--- config.mk ---
export PLATFORM = sky130hd
export DESIGN_NAME = mux_rr_arbiter_flat
export DESIGN_NICKNAME = d
export VERILOG_FILES = /design/src/rtl/mux_rr_arbiter_if.sv /design/src/rtl/mux_rr_arbiter.sv /design/src/flat_wrapper.sv
export SDC_FILE = /design/constraint.sdc
export NUM_CORES = 1
export LEC_CHECK = 0
export ABC_AREA = 1
export CORE_UTILIZATION = 33
export CTS_CLUSTER_DIAMETER = 150
export CTS_CLUSTER_SIZE = 16
export DETAILED_ROUTE_END_ITERATION = 10
export PLACE_DENSITY = 0.8
export SLEW_MARGIN = 10
export SYNTH_ARGS = -nofsm -noshare
export SYNTH_HDL_FRONTEND = slang
export SYNTH_SLANG_ARGS = --single-unit
--- constraint.sdc ---
create_clock -name clk -period 2.4 [get_ports clk]
set_input_delay 0.72 -clock clk [delete_from_list [all_inputs] [get_ports clk]]
set_output_delay 0.72 -clock clk [all_outputs]
set_load 0.01 [all_outputs]
--- src/rtl/mux_rr_arbiter_if.sv ---
// Handshake bundle for mux_rr_arbiter: packed per-channel inputs with
// valid/ready, and a registered output word with out_valid/out_ready.
interface mux_rr_arbiter_if #(
    parameter int WIDTH    = 32,
    parameter int CHANNELS = 4
);
    localparam int IDXW = $clog2(CHANNELS);

    logic [CHANNELS*WIDTH-1:0] data;
    logic [CHANNELS-1:0]       valid;
    logic [CHANNELS-1:0]       ready;
    logic [WIDTH-1:0]          out;
    logic                      out_valid;
    logic                      out_ready;
    logic [IDXW-1:0]           grant;

    // Producer/consumer side (drives inputs, observes outputs)
    modport master (
        output data, valid, out_ready,
        input  ready, out, out_valid, grant
    );

    // Arbiter side
    modport slave (
        input  data, valid, out_ready,
        output ready, out, out_valid, grant
    );
endinterface

--- src/rtl/mux_rr_arbiter.sv ---
// Round-robin N:1 arbiter/mux feeding a single registered output word.
// Ports: clk, reset (sync, active-high), bus (mux_rr_arbiter_if.slave):
//   data/valid/ready per channel in, out/out_valid/out_ready/grant out.
// Optional MUX_RR_LOCK_EN adds input lock: keeps granting channel ptr
// while it stays valid.
module mux_rr_arbiter #(
    parameter int WIDTH    = 32,
    parameter int CHANNELS = 4
) (
    input  logic                 clk,
    input  logic                 reset,
`ifdef MUX_RR_LOCK_EN
    input  logic                 lock,
`endif
    mux_rr_arbiter_if.slave      bus
);
    localparam int IDXW = $clog2(CHANNELS);

    logic [WIDTH-1:0] out_q, out_d;
    logic             out_valid_q, out_valid_d;
    logic [IDXW-1:0]  grant_q, grant_d;
    logic [IDXW-1:0]  ptr_q, ptr_d;

    logic             free;
    logic             found;
    logic [IDXW-1:0]  win;
    logic [IDXW:0]    sum;
    logic [WIDTH-1:0] win_data;
    logic             xfer;

    // Output register may take a new word when empty or being drained.
    assign free = !out_valid_q || bus.out_ready;

    // Search ptr+1 .. ptr+CHANNELS modulo CHANNELS; first valid wins.
    always_comb begin
        found = 1'b0;
        win   = '0;
        sum   = '0;
        for (int k = 1; k <= CHANNELS; k++) begin
            sum = {1'b0, ptr_q} + (IDXW+1)'(k);
            if (sum >= (IDXW+1)'(CHANNELS))
                sum = sum - (IDXW+1)'(CHANNELS);
            if (!found && bus.valid[sum[IDXW-1:0]]) begin
                found = 1'b1;
                win   = sum[IDXW-1:0];
            end
        end
`ifdef MUX_RR_LOCK_EN
        // Lock keeps the previous winner as long as it still has data.
        if (lock && bus.valid[ptr_q]) begin
            found = 1'b1;
            win   = ptr_q;
        end
`endif
    end

    always_comb begin
        bus.ready = '0;
        if (free && !reset && found)
            bus.ready[win] = 1'b1;
    end

    assign xfer = |bus.ready;

    always_comb begin
        win_data = '0;
        for (int i = 0; i < CHANNELS; i++) begin
            if (win == IDXW'(i))
                win_data = bus.data[i*WIDTH +: WIDTH];
        end
    end

    always_comb begin
        out_d       = out_q;
        out_valid_d = out_valid_q;
        grant_d     = grant_q;
        ptr_d       = ptr_q;
        if (xfer) begin
            out_d       = win_data;
            out_valid_d = 1'b1;
            grant_d     = win;
            ptr_d       = win;
        end else if (bus.out_ready) begin
            // Consumed with nothing to refill: word and index stay visible.
            out_valid_d = 1'b0;
        end
    end

    always_ff @(posedge clk) begin
        if (reset) begin
            out_q       <= '0;
            out_valid_q <= 1'b0;
            grant_q     <= '0;
            ptr_q       <= IDXW'(CHANNELS - 1);
        end else begin
            out_q       <= out_d;
            out_valid_q <= out_valid_d;
            grant_q     <= grant_d;
            ptr_q       <= ptr_d;
        end
    end

    assign bus.out       = out_q;
    assign bus.out_valid = out_valid_q;
    assign bus.grant     = grant_q;
endmodule

--- src/flat_wrapper.sv ---
// flat-port wrapper written by rule: the top's interface ports become plain ports
module mux_rr_arbiter_flat 
#(
    parameter int WIDTH    = 32,
    parameter int CHANNELS = 4
)
  (clk, reset, bus_data, bus_valid, bus_out_ready, bus_ready, bus_out, bus_out_valid, bus_grant);
  mux_rr_arbiter_if #(.WIDTH(WIDTH), .CHANNELS(CHANNELS)) bus_i ();
  input  logic clk;
  input  logic reset;
  input wire logic [$bits(bus_i.data)-1:0] bus_data;
  input wire logic [$bits(bus_i.valid)-1:0] bus_valid;
  input wire logic [$bits(bus_i.out_ready)-1:0] bus_out_ready;
  output wire logic [$bits(bus_i.ready)-1:0] bus_ready;
  output wire logic [$bits(bus_i.out)-1:0] bus_out;
  output wire logic [$bits(bus_i.out_valid)-1:0] bus_out_valid;
  output wire logic [$bits(bus_i.grant)-1:0] bus_grant;
  assign bus_i.data = bus_data;
  assign bus_i.valid = bus_valid;
  assign bus_i.out_ready = bus_out_ready;
  assign bus_ready = bus_i.ready;
  assign bus_out = bus_i.out;
  assign bus_out_valid = bus_i.out_valid;
  assign bus_grant = bus_i.grant;
  mux_rr_arbiter #(.WIDTH(WIDTH), .CHANNELS(CHANNELS)) u_core (.clk(clk), .reset(reset), .bus(bus_i));
endmodule
==> Yosys cells after proc, flatten, opt, wreduce, memory -nomap -nowiden <==
Index checks and enable logic that the tools add are counted.
{ "op_classes": {"addsub": 8, "n_lt_le_gt_ge": 10, "eq_ne": 3, "mux": 29, "n_reduce_logical": 15} }
{ "op_table": {"columns": ["cell", "n"], "rows": [
  ["$mux W32", 4],
  ["$mux W2", 8],
  ["$lt A2 B3 Y1 const B", 5],
  ["$ge A3 B3 Y1 const B", 4],
  ["$mux W1", 11],
  ["$bmux W1 S2", 4],
  ["$sub A2 B1 Y2 const B", 4],
  ["$add A2 B2 Y3 const B", 2],
  ["$logic_and A1 B1 Y1", 6],
  ["$logic_not A1 Y1", 5],
  ["$eq A2 B2 Y1 const B", 2],
  ["$mux W4", 1],
  ["$reduce_or A4 Y1", 1],
  ["$add A2 B1 Y3 const B", 1],
  ["$add A2 B3 Y3 const B", 1],
  ["$demux W1 S2", 1],
  ["$eq A2 B1 Y1 const B", 1],
  ["$ge A2 B1 Y1 const B", 1],
  ["$logic_not A2 Y1", 1],
  ["$reduce_bool A2 Y1", 1],
  ["$logic_or A1 B1 Y1", 1]
]} }
{ "word_totals": {"register_bits": 37, "inputBits": 135, "out_inout_bits": 39, "wordCells": 69} }

==> Longest topological paths before layout <==
{ "logic_depth": {"word_depth": 22, "depth_mapped": 18, "ltp_nobuf": 16} }

==> Worst setup path before layout <==
No wires, ideal clock.
{ "synth_path": {"kind": "input to output", "start": "input port bus_valid[0]", "end": "output port bus_ready[2]", "t_arrival_ns": 1.859, "required_time_ns": 1.680, "slack_ns": -0.179, "path_stages": 11, "path_buffers": 1, "path_cell_list": "nand2_1 nand2_1 nand2_2 nand2_2 nor2_2 nand3_2 nand2_1 inv_1 clkbuf_1 nand2_1 nor2_1"} }
{ "synth_between": {"elab_chain_len": 17, "elab_cells_between_ends": 29} }
{ "synth_lines": {"columns": ["item", "line_no", "source"], "rows": [
  ["from (decl)", "flat_wrapper.sv:12", "input wire logic [$bits(bus_i.valid)-1:0] bus_valid;"],
  ["$bmux W1 S2", "mux_rr_arbiter.sv:43", "if (!found && bus.valid[sum[IDXW-1:0]]) begin"],
  ["$mux W1 (implied by the code)", "mux_rr_arbiter.sv:43", null],
  ["$mux W1", "mux_rr_arbiter.sv:43", null],
  ["$logic_not A1 Y1", "mux_rr_arbiter.sv:43", null],
  ["$logic_and A1 B1 Y1", "mux_rr_arbiter.sv:43", null],
  ["$mux W1", "mux_rr_arbiter.sv:43", null],
  ["$logic_not A1 Y1", "mux_rr_arbiter.sv:43", null],
  ["$logic_and A1 B1 Y1", "mux_rr_arbiter.sv:43", null],
  ["$mux W1", "mux_rr_arbiter.sv:43", null],
  ["$logic_not A1 Y1", "mux_rr_arbiter.sv:43", null],
  ["$logic_and A1 B1 Y1", "mux_rr_arbiter.sv:43", null],
  ["$mux W2", "mux_rr_arbiter.sv:43", null],
  ["$lt A2 B3 Y1 (implied by the code) or $ge A2 B1 Y1 (tied branches)", "mux_rr_arbiter.sv:60", "bus.ready[win] = 1'b1;"],
  ["$logic_and A1 B1 Y1 (implied by the code)", "mux_rr_arbiter.sv:60", null],
  ["$mux W1 (implied by the code)", "mux_rr_arbiter.sv:60", null],
  ["$demux W1 S2", null, null],
  ["$mux W4 (*)", "mux_rr_arbiter.sv:59", "if (free && !reset && found)"],
  ["to (decl)", "flat_wrapper.sv:14", "output wire logic [$bits(bus_i.ready)-1:0] bus_ready;"]
]} }
Every way passes the cells marked *; elsewhere a longest branch is shown, timed or not. The select of a mux whose other input is x is not followed.

==> Worst setup path after layout <==
{ "layout_path": {"start": "input port bus_valid[2]", "end": "output port bus_ready[1]"} }
Same word-level chain as after synthesis.

==> results.json <==
{
  "rows": 32,
  "maxUsedRoutingLayer": "met4",
  "synth_area_um2": 2610,
  "cts_buffer_depth": 2,
  "start_util_pct": 33.9,
  "cts_tree": "built",
  "yosysTopAreaCell": "dfxtp_1",
  "rsz0062_at_grt": "yes",
  "min_path_type": "reg2reg",
  "ys_seq_area_share_pct": 28.4,
  "grt_max_degree": 40,
  "cp_common_cell": "nand2_4",
  "drt_iter0_drc": 122,
  "outcome": "finished with violations",
  "grt_pass1_wl_um": 16700,
  "drcViolationCount": 0,
  "critPathKind": "in2out",
  "die_h_um": 90.9,
  "routabilityCongestion": 0.962,
  "vias_per_cell": 4.90,
  "critPathArrivalTime_ns": 1.90,
  "track_usage_pct": 25.0,
  "yosysWarningCount": 0,
  "cp.depth": 13,
  "holdPathStages": 2,
  "io_buffer_count": 173,
  "r2r_slack_ns": 0.12,
  "reg2reg_to": "u_core.bus.out[26]",
  "critPathMaxFanout": 4,
  "critPathLaunchType": "input pin",
  "final_core_util_pct": 65.5,
  "postSynthCellCount": 449,
  "max-slew-margin-rel_pct": 70.4,
  "diodes": 0,
  "power_density_nw_per_um2": 1550,
  "numCtsBuffers": 5,
  "netlist_top_cells_area": "dfxtp_1 (28%), nand2_1 (25%), nand3_1 (8.3%)",
  "drt_wl_total_um": 10700,
  "synthArstFlopShare_pct": 0,
  "worstPathCellList": "buf_6 -> nand2_4 -> nand2_4 -> nand2_2 -> nand2_2 -> nand2_4 -> nand2_4 -> nand2_4 -> nand2_4 -> nor2_4 -> nand2_2 -> nor2_2 -> buf_6",
  "synth_fp_nets": 584,
  "synth_edf_count": 0,
  "report.final.slew_viol_count": 0,
  "setup_viol": 4,
  "timing.final.crit_share_pct": 109,
  "pin_count": 174,
  "crit_family": "simple AND/OR/NAND/NOR gates",
  "ant_nets": 0,
  "min-delay-start": "u_core.bus.out[11]",
  "max_cap_viol_count": 0,
  "nets": 776,
  "synth.distinct_cells": 27,
  "synth.avg_cell_area_um2": 5.80,
  "fin_area_um2": 5030,
  "dr.pass1.iters": 4,
  "wl_met2_um": 5640,
  "worst_path_largest_cell_delay_ns": 0.15,
  "pre_cts_slack_ns": -1.10,
  "hold_viol": 0,
  "ctsRootBufferMaster": "clkbuf_8",
  "fin_skew_ns": 0.00850,
  "tightest_slew_ns": 0.444,
  "yosysTopAreaCellShare_pct": 28.4,
  "setup_slack_ns": -0.215,
  "clock-sinks": 37,
  "power_leakage_nw": 2.26,
  "fin_total_pwr_w": 0.00780,
  "placed_area_um2": 4600,
  "rr_worst_depth": 17,
  "area_growth_pct": 93.1,
  "grt_pass1_vias": 3637,
  "dpl.hpwl_um": 7640,
  "synth-main-ff-cell": "dfxtp_1",
  "drt-wirelength-per-cell_um": 14.4,
  "die_area_um2": 8260,
  "layout-drive-gt1-share_pct": 19.3,
  "wl_met1_um": 4040,
  "route.met3.wl_um": 751,
  "ys_seq_elements": 37,
  "slowest_stage": "nor2_4",
  "worst_hold_path.endpoint": "u_core.bus.out[11]",
  "crit_buf_inv": 2,
  "path_clk_slew_ns": 0.07,
  "min_period_ns": 2.62,
  "antenna_found_initial": 0,
  "peakVddDrop_mv": 0.666,
  "cts_max_level": 2,
  "regToRegStartpoint": "u_core.ptr_q[0]",
  "violations": "negative setup slack",
  "endpoint_kind": "output pin",
  "fmax_ghz": 0.382,
  "clkLatencyLatePin_ns": 0.28,
  "overflow": 0,
  "worstPathRequired_ns": 1.68,
  "vias": 3644,
  "core_area_um2": 7690,
  "die_w_um": 90.9
}
[worst reg2reg max path, delay by kind of cell, from the launching register on]
kind | cells | cell delay, ns
AO/OA/AOI/OAI | 1 | 0.16
flip-flops | 1 | 0.38
AND/OR/NAND/NOR | 10 | 0.84
buffers and inverters | 6 | 0.85
[state kept, by name (all words and copies together) (netlist names)]
| signal | cells |
|---|---|
| u_core.bus.out | 32 |
| u_core.bus.grant | 2 |
| u_core.ptr_q | 2 |
| u_core.bus.out_valid | 1 |
[routing by layer]
metal	up-vias	global-route usage, %
li1	1810	-
met1	1640	26.9
met2	175	47.1
met3	19	5.47
met4	0	10.1
met5	-	0
[power by group]
part	internal [W]	total, W	switching [W]
Sequential	0.000903	0.00108	0.000172
Clock	0.000339	0.000562	0.000223
Combinational	0.00265	0.00616	0.00350
[cell usage after synthesis, types with 3 or more instances]
cell and instances:
nand2_1 175, nand3_1 43, dfxtp_1 37, o21ai_0 36
inv_1 35, a21oi_1 30, nor2_1 20, nand2_2 15
clkbuf_1 11, nand4_1 10, buf_2 6, buf_4 4
inv_2 4, buf_6 3
[worst max-delay path by stage]
| stage | slack [ns] | from | end |
|---|---|---|---|
| 3_3_place_gp | -1.02 | bus_valid[3] | bus_ready[1] |
| 6_report | -0.22 | bus_valid[2] | bus_ready[1] |
| 5_1_grt | -0.32 | u_core.ptr_q[0] | bus_ready[1] |
| 4_1_cts | -0.13 | bus_out_ready | bus_ready[2] |
| 3_5_place_dp | -1.10 | bus_valid[3] | bus_ready[1] |
| 2_1_floorplan | -0.12 | bus_valid[2] | bus_ready[3] |
[layout by cell type, fill, tap and decap left out, drive strengths merged]
master         netlist  final
clkdlybuf4s50        0    165
o21ai               39     39
nand3b               2      2
nand3               45     45
bufinv               0      1
or2                  2      2
nand4               10     10
nand2              190    190
clkinv               1      1
buf                 14     47
dfxtp               37     37
a21boi               1      1
o211ai               2      2
a21oi               30     30
nor2                23     23
clkbuf              13      7
inv                 40     40
[cell type report]
class	instances	area (um^2)
Tap cell	102	128
Clock buffer	7	86.3
Fill cell	654	2650
Multi-Input combinational cell	344	1790
Inverter	41	175
Timing Repair Buffer	212	2080
Clock inverter	1	30.0
Sequential cell	37	748
[metrics by stage]
step                      hold WS, ns  std cells  TNS, ns
after global placement          0.450        727   -17.74
final                           0.465        744   -0.795
after CTS                       0.465        743   -0.497
after floorplan                 0.490        449   -0.286
after detailed placement        0.454        727   -20.94
after global routing            0.480        744    -1.16
[cells by family (layout without fill, tap and decap cells)]
kind of cell	count (synthesis)	after routing	synth area share (%)
compound gates	72	72	14.3
buf+inv	68	261	12.2
flops	37	37	28.4
simple gates	272	272	45.1
[timing repair]
action / CTS / global route
hold buffers: 0 / 0
buffers inserted: 7 / 2
cloned: 1 / 1
gates resized for setup: 93 / 24
endpoints found under the setup margin: 36 / 33
pin swaps: 29 / 23
Note: power is estimated with default switching activity, not from simulation.
